<file path="src/rtl/mdu_pkg.sv">
// Shared types for the RV64M multiply/divide unit: op encoding, decode fields and op-class helpers.
package mdu_pkg;

    localparam int MDU_XLEN    = 64;
    localparam int MDU_MUL_BPC = 4;

    typedef enum logic [2:0] {
        MDU_MUL    = 3'd0,
        MDU_MULH   = 3'd1,
        MDU_MULHSU = 3'd2,
        MDU_MULHU  = 3'd3,
        MDU_DIV    = 3'd4,
        MDU_DIVU   = 3'd5,
        MDU_REM    = 3'd6,
        MDU_REMU   = 3'd7
    } mdu_op_t;

    typedef struct packed {
        logic    muldiv;
        mdu_op_t mdu_op;
    } mdu_decode_t;

    function automatic logic mdu_is_div(input mdu_op_t op);
        return op inside {MDU_DIV, MDU_DIVU, MDU_REM, MDU_REMU};
    endfunction

    function automatic logic mdu_is_rem(input mdu_op_t op);
        return op inside {MDU_REM, MDU_REMU};
    endfunction

endpackage

</file>
<file path="src/rtl/mdu_divider.sv">
// Iterative radix-2 restoring divider on unsigned magnitudes, one quotient bit per cycle.
// quotient_o/remainder_o carry the post-step values, so they are final in the cycle done_o is high.
module mdu_divider #(
    parameter int XLEN = 64,
    parameter int CW   = $clog2(XLEN) + 1
) (
    input  logic            clk_i,
    input  logic            reset_i,
    input  logic            start_i,
    input  logic [CW-1:0]   n_iter_i,
    input  logic [XLEN-1:0] dividend_i,
    input  logic [XLEN-1:0] divisor_i,
    output logic [XLEN-1:0] quotient_o,
    output logic [XLEN-1:0] remainder_o,
    output logic            done_o
);

    logic [XLEN-1:0] quo_q, rem_q, dsr_q;
    logic [XLEN-1:0] quo_d, rem_d;
    logic [CW-1:0]   cnt_q;
    logic            busy_q;
    logic [XLEN:0]   trial, diff;
    logic            fits;

    always_comb begin
        trial = {rem_q, quo_q[XLEN-1]};
        diff  = trial - {1'b0, dsr_q};
        fits  = ~diff[XLEN];
        rem_d = fits ? diff[XLEN-1:0] : trial[XLEN-1:0];
        quo_d = {quo_q[XLEN-2:0], fits};
    end

    assign quotient_o  = quo_d;
    assign remainder_o = rem_d;
    assign done_o      = busy_q && (cnt_q == CW'(1));

    always_ff @(posedge clk_i) begin
        if (reset_i) begin
            quo_q  <= '0;
            rem_q  <= '0;
            dsr_q  <= '0;
            cnt_q  <= '0;
            busy_q <= 1'b0;
        end else if (start_i) begin
            // Left-align a short dividend so the iteration always consumes from the top bit
            quo_q  <= dividend_i << (CW'(XLEN) - n_iter_i);
            rem_q  <= '0;
            dsr_q  <= divisor_i;
            cnt_q  <= n_iter_i;
            busy_q <= 1'b1;
        end else if (busy_q) begin
            quo_q <= quo_d;
            rem_q <= rem_d;
            cnt_q <= cnt_q - CW'(1);
            if (cnt_q == CW'(1)) busy_q <= 1'b0;
        end
    end

endmodule

</file>
<file path="src/rtl/mdu_iterative.sv">
// Multi-cycle RV64M multiply/divide unit with valid/ready handshakes on both sides.
// state  | meaning
// IDLE   | ready for a new op
// MUL    | shift-add, MUL_BPC multiplier bits per cycle
// DIV    | waiting on mdu_divider
// DONE   | result held until out_ready_i
module mdu_iterative
    import mdu_pkg::*;
#(
    parameter int XLEN    = MDU_XLEN,
    parameter int MUL_BPC = MDU_MUL_BPC
) (
    input  logic            clk_i,
    input  logic            reset_i,
    input  logic            flush_i,
    input  logic            in_valid_i,
    output logic            in_ready_o,
    input  logic [2:0]      op_i,
    input  logic            word_i,
    input  logic [XLEN-1:0] a_i,
    input  logic [XLEN-1:0] b_i,
    output logic            out_valid_o,
    input  logic            out_ready_i,
    output logic [XLEN-1:0] result_o
);

    localparam int CW = $clog2(XLEN) + 1;
    localparam int PW = 2 * XLEN;

    typedef enum logic [1:0] {S_IDLE, S_MUL, S_DIV, S_DONE} state_t;

    state_t          state_q, state_d;
    mdu_op_t         op_q, op_d;
    logic            word_q, word_d;
    logic            neg_q, neg_d;
    logic [PW-1:0]   mcand_q, mcand_d;
    logic [XLEN-1:0] mplier_q, mplier_d;
    logic [PW-1:0]   acc_q, acc_d;
    logic [CW-1:0]   mcnt_q, mcnt_d;
    logic [XLEN-1:0] result_q, result_d;

    mdu_op_t         op_in;
    logic            sgn_a, sgn_b, sa, sb, is_rem_in, b_zero, ovf;
    logic [XLEN-1:0] a_ext, b_ext, a_mag, b_mag, fast_res;
    logic [CW-1:0]   n_div, n_mul;
    logic [PW-1:0]   acc_step, prod_s;
    logic [XLEN-1:0] mul_hi, mul_res, q_s, r_s, div_res;
    logic [XLEN-1:0] div_quo, div_rem;
    logic            div_start, div_done;

    function automatic logic [XLEN-1:0] fix_w(input logic [XLEN-1:0] v, input logic w);
        return w ? {{(XLEN-32){v[31]}}, v[31:0]} : v;
    endfunction

    // Operand conditioning and fast-path detection for the accept cycle
    always_comb begin
        op_in     = mdu_op_t'(op_i);
        sgn_a     = !(op_in inside {MDU_MULHU, MDU_DIVU, MDU_REMU});
        sgn_b     = sgn_a && (op_in != MDU_MULHSU);
        a_ext     = word_i ? {{(XLEN-32){sgn_a & a_i[31]}}, a_i[31:0]} : a_i;
        b_ext     = word_i ? {{(XLEN-32){sgn_b & b_i[31]}}, b_i[31:0]} : b_i;
        sa        = sgn_a & a_ext[XLEN-1];
        sb        = sgn_b & b_ext[XLEN-1];
        a_mag     = sa ? -a_ext : a_ext;
        b_mag     = sb ? -b_ext : b_ext;
        is_rem_in = mdu_is_rem(op_in);
        b_zero    = (b_ext == '0);
        ovf       = sgn_a && (b_ext == '1) &&
                    (word_i ? (a_i[31:0] == 32'h8000_0000)
                            : (a_ext == {1'b1, {(XLEN-1){1'b0}}}));
        if (b_zero) fast_res = fix_w(is_rem_in ? a_i : '1, word_i);
        else        fast_res = fix_w(is_rem_in ? '0 : a_i, word_i);
        n_div     = word_i ? CW'(32) : CW'(XLEN);
        n_mul     = word_i ? CW'(32 / MUL_BPC) : CW'(XLEN / MUL_BPC);
    end

    always_comb begin
        acc_step = acc_q + mcand_q * PW'(mplier_q[MUL_BPC-1:0]);
        prod_s   = neg_q ? -acc_step : acc_step;
        mul_hi   = word_q ? {{(XLEN-32){1'b0}}, prod_s[63:32]} : prod_s[PW-1:XLEN];
        mul_res  = fix_w((op_q == MDU_MUL) ? prod_s[XLEN-1:0] : mul_hi, word_q);
        q_s      = neg_q ? -div_quo : div_quo;
        r_s      = neg_q ? -div_rem : div_rem;
        div_res  = fix_w(mdu_is_rem(op_q) ? r_s : q_s, word_q);
    end

    always_comb begin
        state_d   = state_q;
        op_d      = op_q;
        word_d    = word_q;
        neg_d     = neg_q;
        mcand_d   = mcand_q;
        mplier_d  = mplier_q;
        acc_d     = acc_q;
        mcnt_d    = mcnt_q;
        result_d  = result_q;
        div_start = 1'b0;
        case (state_q)
            S_IDLE: begin
                if (in_valid_i && !flush_i) begin
                    op_d   = op_in;
                    word_d = word_i;
                    neg_d  = is_rem_in ? sa : (sa ^ sb);
                    if (mdu_is_div(op_in)) begin
                        if (b_zero || ovf) begin
                            result_d = fast_res;
                            state_d  = S_DONE;
                        end else begin
                            div_start = 1'b1;
                            state_d   = S_DIV;
                        end
                    end else begin
                        mcand_d  = {{XLEN{1'b0}}, a_mag};
                        mplier_d = b_mag;
                        acc_d    = '0;
                        mcnt_d   = n_mul;
                        state_d  = S_MUL;
                    end
                end
            end
            S_MUL: begin
                acc_d    = acc_step;
                mcand_d  = mcand_q << MUL_BPC;
                mplier_d = mplier_q >> MUL_BPC;
                mcnt_d   = mcnt_q - CW'(1);
                if (mcnt_q == CW'(1)) begin
                    result_d = mul_res;
                    state_d  = S_DONE;
                end
            end
            S_DIV: begin
                if (div_done) begin
                    result_d = div_res;
                    state_d  = S_DONE;
                end
            end
            S_DONE: begin
                if (out_ready_i) state_d = S_IDLE;
            end
            default: state_d = S_IDLE;
        endcase
        if (flush_i) begin
            state_d   = S_IDLE;
            div_start = 1'b0;
        end
    end

    always_ff @(posedge clk_i) begin
        if (reset_i) begin
            state_q  <= S_IDLE;
            op_q     <= MDU_MUL;
            word_q   <= 1'b0;
            neg_q    <= 1'b0;
            mcand_q  <= '0;
            mplier_q <= '0;
            acc_q    <= '0;
            mcnt_q   <= '0;
            result_q <= '0;
        end else begin
            state_q  <= state_d;
            op_q     <= op_d;
            word_q   <= word_d;
            neg_q    <= neg_d;
            mcand_q  <= mcand_d;
            mplier_q <= mplier_d;
            acc_q    <= acc_d;
            mcnt_q   <= mcnt_d;
            result_q <= result_d;
        end
    end

    mdu_divider #(
        .XLEN(XLEN),
        .CW  (CW)
    ) u_divider (
        .clk_i      (clk_i),
        .reset_i    (reset_i),
        .start_i    (div_start),
        .n_iter_i   (n_div),
        .dividend_i (a_mag),
        .divisor_i  (b_mag),
        .quotient_o (div_quo),
        .remainder_o(div_rem),
        .done_o     (div_done)
    );

    assign in_ready_o  = (state_q == S_IDLE);
    assign out_valid_o = (state_q == S_DONE);
    assign result_o    = result_q;

endmodule
</file>
<file path="config.mk">
export PLATFORM = sky130hd
export DESIGN_NAME = mdu_iterative
export DESIGN_NICKNAME = d
export VERILOG_FILES = /design/src/rtl/mdu_pkg.sv /design/src/rtl/mdu_divider.sv /design/src/rtl/mdu_iterative.sv
export SDC_FILE = /design/constraint.sdc
export NUM_CORES = 2
export LEC_CHECK = 0
export BUFFER_PORTS_ARGS = -buffer_cell sky130_fd_sc_hd__buf_2
export CAP_MARGIN = 25
export CORE_MARGIN = 1.5
export CORE_UTILIZATION = 30
export DETAILED_ROUTE_END_ITERATION = 8
export PLACE_DENSITY_LB_ADDON = 0.3
export SLEW_MARGIN = 20
export SYNTH_ARGS = -nofsm -noshare
export SYNTH_HDL_FRONTEND = slang
export SYNTH_SLANG_ARGS = --single-unit
</file>
<file path="constraint.sdc">
create_clock -name clk_i -period 12.7 [get_ports clk_i]
set_input_delay 2.54 -clock clk_i [delete_from_list [all_inputs] [get_ports clk_i]]
set_output_delay 2.54 -clock clk_i [all_outputs]
set_load 0.02 [all_outputs]
</file>
# After elaboration in Yosys (flattened, before gate mapping)
# Index checks and enable logic that the tools add are counted.
[word_totals] regBits=598 latch_bits=0 mem_bits_rw=0 mem_bits_ro=0 input_bits=137 output_inout_bits=66 mem_count=0
[op_classes] n_addsub=10 multipliers=1 div=0 n_lt_le_gt_ge=0 n_eq_ne=23 shift=1 n_mux=59 bitwise=6 reduce_logical=24
[ops] cell="$mux W64" count=26
[ops] cell="$mux W128" count=5
[ops] cell="$pmux W128 S2" count=2
[ops] cell="$neg A64 Y64" count=4
[ops] cell="$pmux W64 S3" count=1
[ops] cell="$add A128 B128 Y128" count=1
[ops] cell="$eq A64 B64 Y1 const B" count=2
[ops] cell="$mul A128 B4 Y128" count=1
[ops] cell="$neg A128 Y128" count=1
[ops] cell="$pmux W64 S2" count=1
[ops] cell="$sub A65 B64 Y65" count=1
[ops] cell="$logic_not A64 Y1" count=1
[ops] cell="$shl A64 B7 Y64" count=1
[ops] cell="$mux W7" count=5
[ops] cell="$eq A32 B32 Y1 const B" count=1
[ops] cell="$eq A3 B3 Y1 const B" count=6
[ops] cell="$eq A7 B1 Y1 const B" count=2
[ops] cell="$pmux W7 S2" count=1
[ops] cell="$sub A7 B1 Y7 const B" count=2
[ops] cell="$mux W1" count=11
[ops] cell="$mux W2" count=5
[ops] cell="$ne A2 B1 Y1 const B" count=4
[ops] cell="$pmux W2 S4" count=1
[ops] cell="$reduce_bool A2 Y1" count=4
[ops] cell="22 further kinds" count=35

# Logic depth before layout (Yosys ltp)
[depth] depth_word=16 mapped_depth=33 ltp_nobuf=28

# Cells and area by module
# A second synthesis with hierarchy kept.
[hier_totals] hier_cells=9344 area_unflattened_um2=68390.6
[by_module_without_submodules] mod="mdu_iterative" instances=1 cells_per_inst=7217 area_per_inst_um2=51927.3 seq_area_each_um2=7967.6
[by_module_without_submodules] mod="mdu_divider" instances=1 cells_per_inst=2127 area_per_inst_um2=16463.3 seq_area_each_um2=4003.8

# Least setup slack after synthesis
# OpenSTA, ideal clock, no wires.
[synth_timing] kind="register to register" startpoint="reg mplier_q[3]" endpoint="reg result_q[53], in the netlist result_o[53]" setup_ns=0.122 arrival_time_ns=7.692 required_ns=12.578 slack_ns=4.886 path_stages_with_launch=27 n_path_buf=5 synth_period_minus_slack_ns=7.814 cell_sequence="dfxtp_1 clkbuf_1 clkbuf_1 clkbuf_1 nand2_1 fa_1 fa_1 fa_1 inv_1 ha_1 nor2b_1 o21ai_2 a211oi_2 or4_1 a222oi_1 or4b_1 buf_2 or4_1 buf_2 or3_4 nor3_4 nand4_4 or4_4 nor4b_4 mux2i_1 nand3_1 a221o_1"
[synth_via] elab_chain_cells=9
[synth_rtl] item="from (decl)" line_no="mdu_iterative.sv:37" source="logic [XLEN-1:0] mplier_q, mplier_d;"
[synth_rtl] item="from (signal assigned)" line_no="mdu_iterative.sv:165" source="mplier_q <= mplier_d;"
[synth_rtl] item="$mul A128 B4 Y128 (*)" line_no="mdu_iterative.sv:78" source="acc_step = acc_q + mcand_q * PW'(mplier_q[MUL_BPC-1:0]);"
[synth_rtl] item="$add A128 B128 Y128 (*)" line_no="mdu_iterative.sv:78"
[synth_rtl] item="$neg A128 Y128" line_no="mdu_iterative.sv:79" source="prod_s = neg_q ? -acc_step : acc_step;"
[synth_rtl] item="$mux W128 (*)" line_no="mdu_iterative.sv:79"
[synth_rtl] item="$mux W64" line_no="mdu_iterative.sv:80" source="mul_hi = word_q ? {{(XLEN-32){1'b0}}, prod_s[63:32]} : prod_s[PW-1:XLEN];"
[synth_rtl] item="$mux W64 (*)" line_no="mdu_iterative.sv:81" source="mul_res = fix_w((op_q == MDU_MUL) ? prod_s[XLEN-1:0] : mul_hi, word_q);"
[synth_rtl] item="$mux W64 (*)" line_no="mdu_iterative.sv:52" source="return w ? {{(XLEN-32){v[31]}}, v[31:0]} : v;"
[synth_rtl] item="$mux W64 (*)" line_no="mdu_iterative.sv:126" source="if (mcnt_q == CW'(1)) begin"
[synth_rtl] item="$pmux W64 S3 (*)" line_no="mdu_iterative.sv:98" source="case (state_q)"
[synth_rtl] item="to (signal assigned)" line_no="mdu_iterative.sv:168" source="result_q <= result_d;"
[synth_rtl] item="to (decl)" line_no="mdu_iterative.sv:40" source="logic [XLEN-1:0] result_q, result_d;"
# Mark *: on every way between the ends. The rest lies on a longest branch, timed or not. The select of a mux whose other input is x is not followed.
# A chain may end at the register's enable or synchronous reset.

# Worst setup path after layout
[layout_timing] startpoint="reg mplier_q[2]" endpoint="reg result_q[9], in the netlist result_o[9]"
# The elaborated chain is that of the path after synthesis.

==> key figures <==
Synthesis
  • Async set or reset register ratio after synthesis: 0%
  • Post-synthesis sequential area ratio: ~18%
  • Unique masters post-synth: 113
  • Post-synth top cells: nand2_1 (958), nor2_1 (930), a21oi_1 (701)
  • Post-synth net total: around 10000
  • Area leader, netlist: dfxtp_1
  • Yosys reg bits: roughly 600
  • Ys Warns: 0
  • Number of synthesized flops with an enable pin: 0
  • Synth top area cells: dfxtp_1 (18%), fa_1 (11%), nand2_1 (5.4%), a21oi_1 (5.2%), nor2_1 (5.2%)
  • Syn Area/Cell: 7.233 um2
  • Post-Syn Instances: 9289
  • Count leader, synth: nand2_1
  • Top-area cell type share of the netlist area: roughly 18%
  • Post-synthesis instance area: 0.06718 mm2
  • Primary FF master, synth: dfxtp_1

STA
  • Least-Margin Pin Slew: 1210 ps
  • Setup violators final: 0
  • Slew margin rel.: between 10% and 20%
  • RSZ-0062 raised after global routing: no
  • Max Transition Viols Final: 0
  • Final critical-path required period: around 10000 ps
  • Final Skew: 87.10 ps
  • Post-Route Setup TNS: 0 ps
  • Fmax: 0.09635 GHz
  • Final worst slack: 2322 ps
  • Final worst-path cycle share: 81.72%
  • Final hold vios: 0

Critical path
  • CP Max Fanout: 72
  • CP Capture Type: flip-flop
  • Largest delay share family, worst path: simple AND/OR/NAND/NOR gates
  • Required @ worst endpoint: 13310 ps
  • Crit Path Class: flip-flop to flip-flop
  • CP bufs+invs: 3
  • Crit-path slowest cell: a222oi_1
  • CP dominant cell by count: fa_1
  • Crit-path max cell delay: 850 ps
  • Critical path arrival: about 11000 ps
  • CP cell instances: buf_4, and2_1, fa_1, fa_1, inv_1, fa_1, inv_1, ha_1, a21oi_2, o221ai_2, and2_4, or4_1, a222oi_1, or4b_1, or4_1, nor3_1, nand3_1, nor4_1, mux2i_1, mux2i_1, nor2_1, o21ai_0, a311oi_1
  • CP Launch Type: flip-flop

Floorplan
  • IO Count: 203
  • Site Rows: approximately 170
  • Total die area: 0.2268 mm2
  • Die height: 476.2 um
  • Die W: 476.2 um
  • Starting Density: a little under a third
  • Core Area: 0.2225 mm2

Drt
  • Drt wl/cell: roughly 29 um
  • Remaining DRCs: 0
  • Final wirelength: 348.7 mm
  • ANT nets after route: 0
  • DR iter-0 viols: 9191
  • Detailed-route via count: 73349
  • DR pass1 iterations: 6
  • Vias/cell: 6.037

Power and ir drop
  • Power Dens Cells: 108.9 mW/mm2
  • Clock Power Share: 31.7%
  • Leakage: roughly 30 nW
  • Net Sw Power: 3.641 mW
  • Logic pwr share: 42.4%
  • Switching share of power: 45.28%
  • Int Power: 4.399 mW
  • Total power: 8.040 mW
  • Worst vdd ir: 126.2 uV
  • Sequential share of power: 25.8%

GRT
  • First-pass GRT wire length: 496.7 mm
  • Maximum number of pins on one net before global-route repair: 190
  • All-layer global routing usage: 29.39%
  • Initial antenna violation count: 48
  • Vias in the first global route: 68260
  • Total congestion overflow: 0

Outcome
  • Status: completed

CTS
  • Clk_lat worst skew: 790 ps
  • Post-CTS Hold Buffers: 0
  • Root Buffer: clkbuf_16
  • Clock Tree Buf Depth: 3
  • Post-CTS Resized: 0
  • H-tree depth: 3
  • Post-CTS setup buffers: 0
  • Worst-path clk slew: 60 ps
  • CTS Buf Count: 83
  • Num Clock Sinks: between 500 and 600
  • TritonCTS clock tree: built

Worst hold path
  • Min-Delay Path Class: flip-flop to flip-flop

Place
  • PortBufs: 202
  • Final RePlAce weighted congestion: 1.043
  • Detail Placement HPWL: 279.5 mm
  • Placement Setup Slack: 2372 ps

Cells and area
  • Fill cells: 24254
  • Final #Nets: 9817
  • Area Growth Syn to Fin: 9.934%
  • Fraction of layout cells with a size suffix above 1: 7.215%

Run
  • # Max-Cap Violations: 0
per-stage QoR:
stage,hold WS (ps),utilization (%),cells,instance area (um2)
after floorplan,432.1,-,9289,67180
after global placement,442.9,31.81,11977,70780
after detailed placement,449.1,31.83,11981,70820
after CTS,456.8,33.14,12132,73750
after global routing,476.4,33.18,12140,73830
final,455.3,33.19,12150,73860
path summary, 6_finish.rpt:
check	depth (start not counted)	startpoint	endpoint	slack (ps)
worst max-delay path	23	mplier_q[2]	result_o[9]	2320
worst min-delay path	2	u_divider.dsr_q[1]	u_divider.dsr_q[1]	460
worst max register to register	23	mplier_q[2]	result_o[9]	2320
worst min register to register	2	u_divider.dsr_q[1]	u_divider.dsr_q[1]	460
layer usage:
layer | up-vias | routed length, um | GRT usage [%]
met4 | 26 | 23360 | 16.72
met1 | 36233 | 147200 | 39.65
met5 | - | 166 | 0
li1 | 32690 | - | -
met3 | 710 | 32320 | 6.316
met2 | 3690 | 145600 | 43.05
state kept, by name, indices dropped and copies added, names as in the netlist:
signal and cells:
mcand_q 128, acc_q 128, op_q 3, u_divider.busy_q 1, word_q 1, result_o 64, u_divider.dsr_q 64, u_divider.quo_q 64
u_divider.cnt_q 7, mcnt_q 7, mplier_q 64, neg_q 1, state_q 2, u_divider.rem_q 64
layout make-up:
class | count | area [um2] | share of cell area, %
inverters | 619 | 2323 | 3.146
flip-flops and latches | 598 | 12000 | 16.24
clock inverters | 31 | 515.5 | 0.6979
repair buffers | 359 | 2270 | 3.073
clock buffers | 120 | 2417 | 3.273
well taps | 2975 | 3722 | 5.040
diodes | 13 | 32.53 | 0.04405
multi-input cells | 7435 | 50580 | 68.49
cell usage in the layout, fill, tap and decap left out, drive strengths merged, types with 44 or more instances in the layout:
cell	synthesis	layout
a211oi	231	231
a21o	96	96
a21oi	706	706
a221oi	44	44
a22oi	145	145
a31oi	186	186
and2	560	560
and3	45	45
buf	74	359
clkbuf	563	120
dfxtp	598	598
fa	375	375
ha	209	209
inv	617	619
mux2i	146	146
nand2	958	958
nand2b	45	45
nand3	283	283
nand4	159	159
nor2	932	932
nor3	237	237
nor4	90	90
o211ai	91	91
o21ai	529	529
o22ai	49	49
o31ai	92	92
or2	47	47
or3	102	102
or4	62	62
xnor2	207	207
xor2	157	157
cells by family after synthesis:
logic type      Yosys count  share of synthesized area, %
xor+xnor                364                         4.745
mux                     165                         2.510
simple gates           3661                         26.78
compound gates         2645                         25.71
buf+inv                1256                         7.123
flops                   598                         17.82
fa+ha+maj               600                         15.30
worst register-to-register path: cells and delay by family (launching register included):
family          cells  cell delay [ps]
fa+ha+maj           4             1900
flops               1              780
mux                 2              340
simple gates        9             4170
compound gates      5             2260
buf+inv             3              810
power by group through the flow:
stage / Sequential [mW] / Combinational, mW / Clock, mW
global placement: 2.11 / 3.28 / 0
detailed placement: 2.11 / 3.29 / 0
floorplan: 2.03 / 2.10 / 0
global route: 2.08 / 3.57 / 2.65
CTS: 2.07 / 3.31 / 2.59
finish: 2.08 / 3.41 / 2.55
Power figures use the tool's default switching activity.
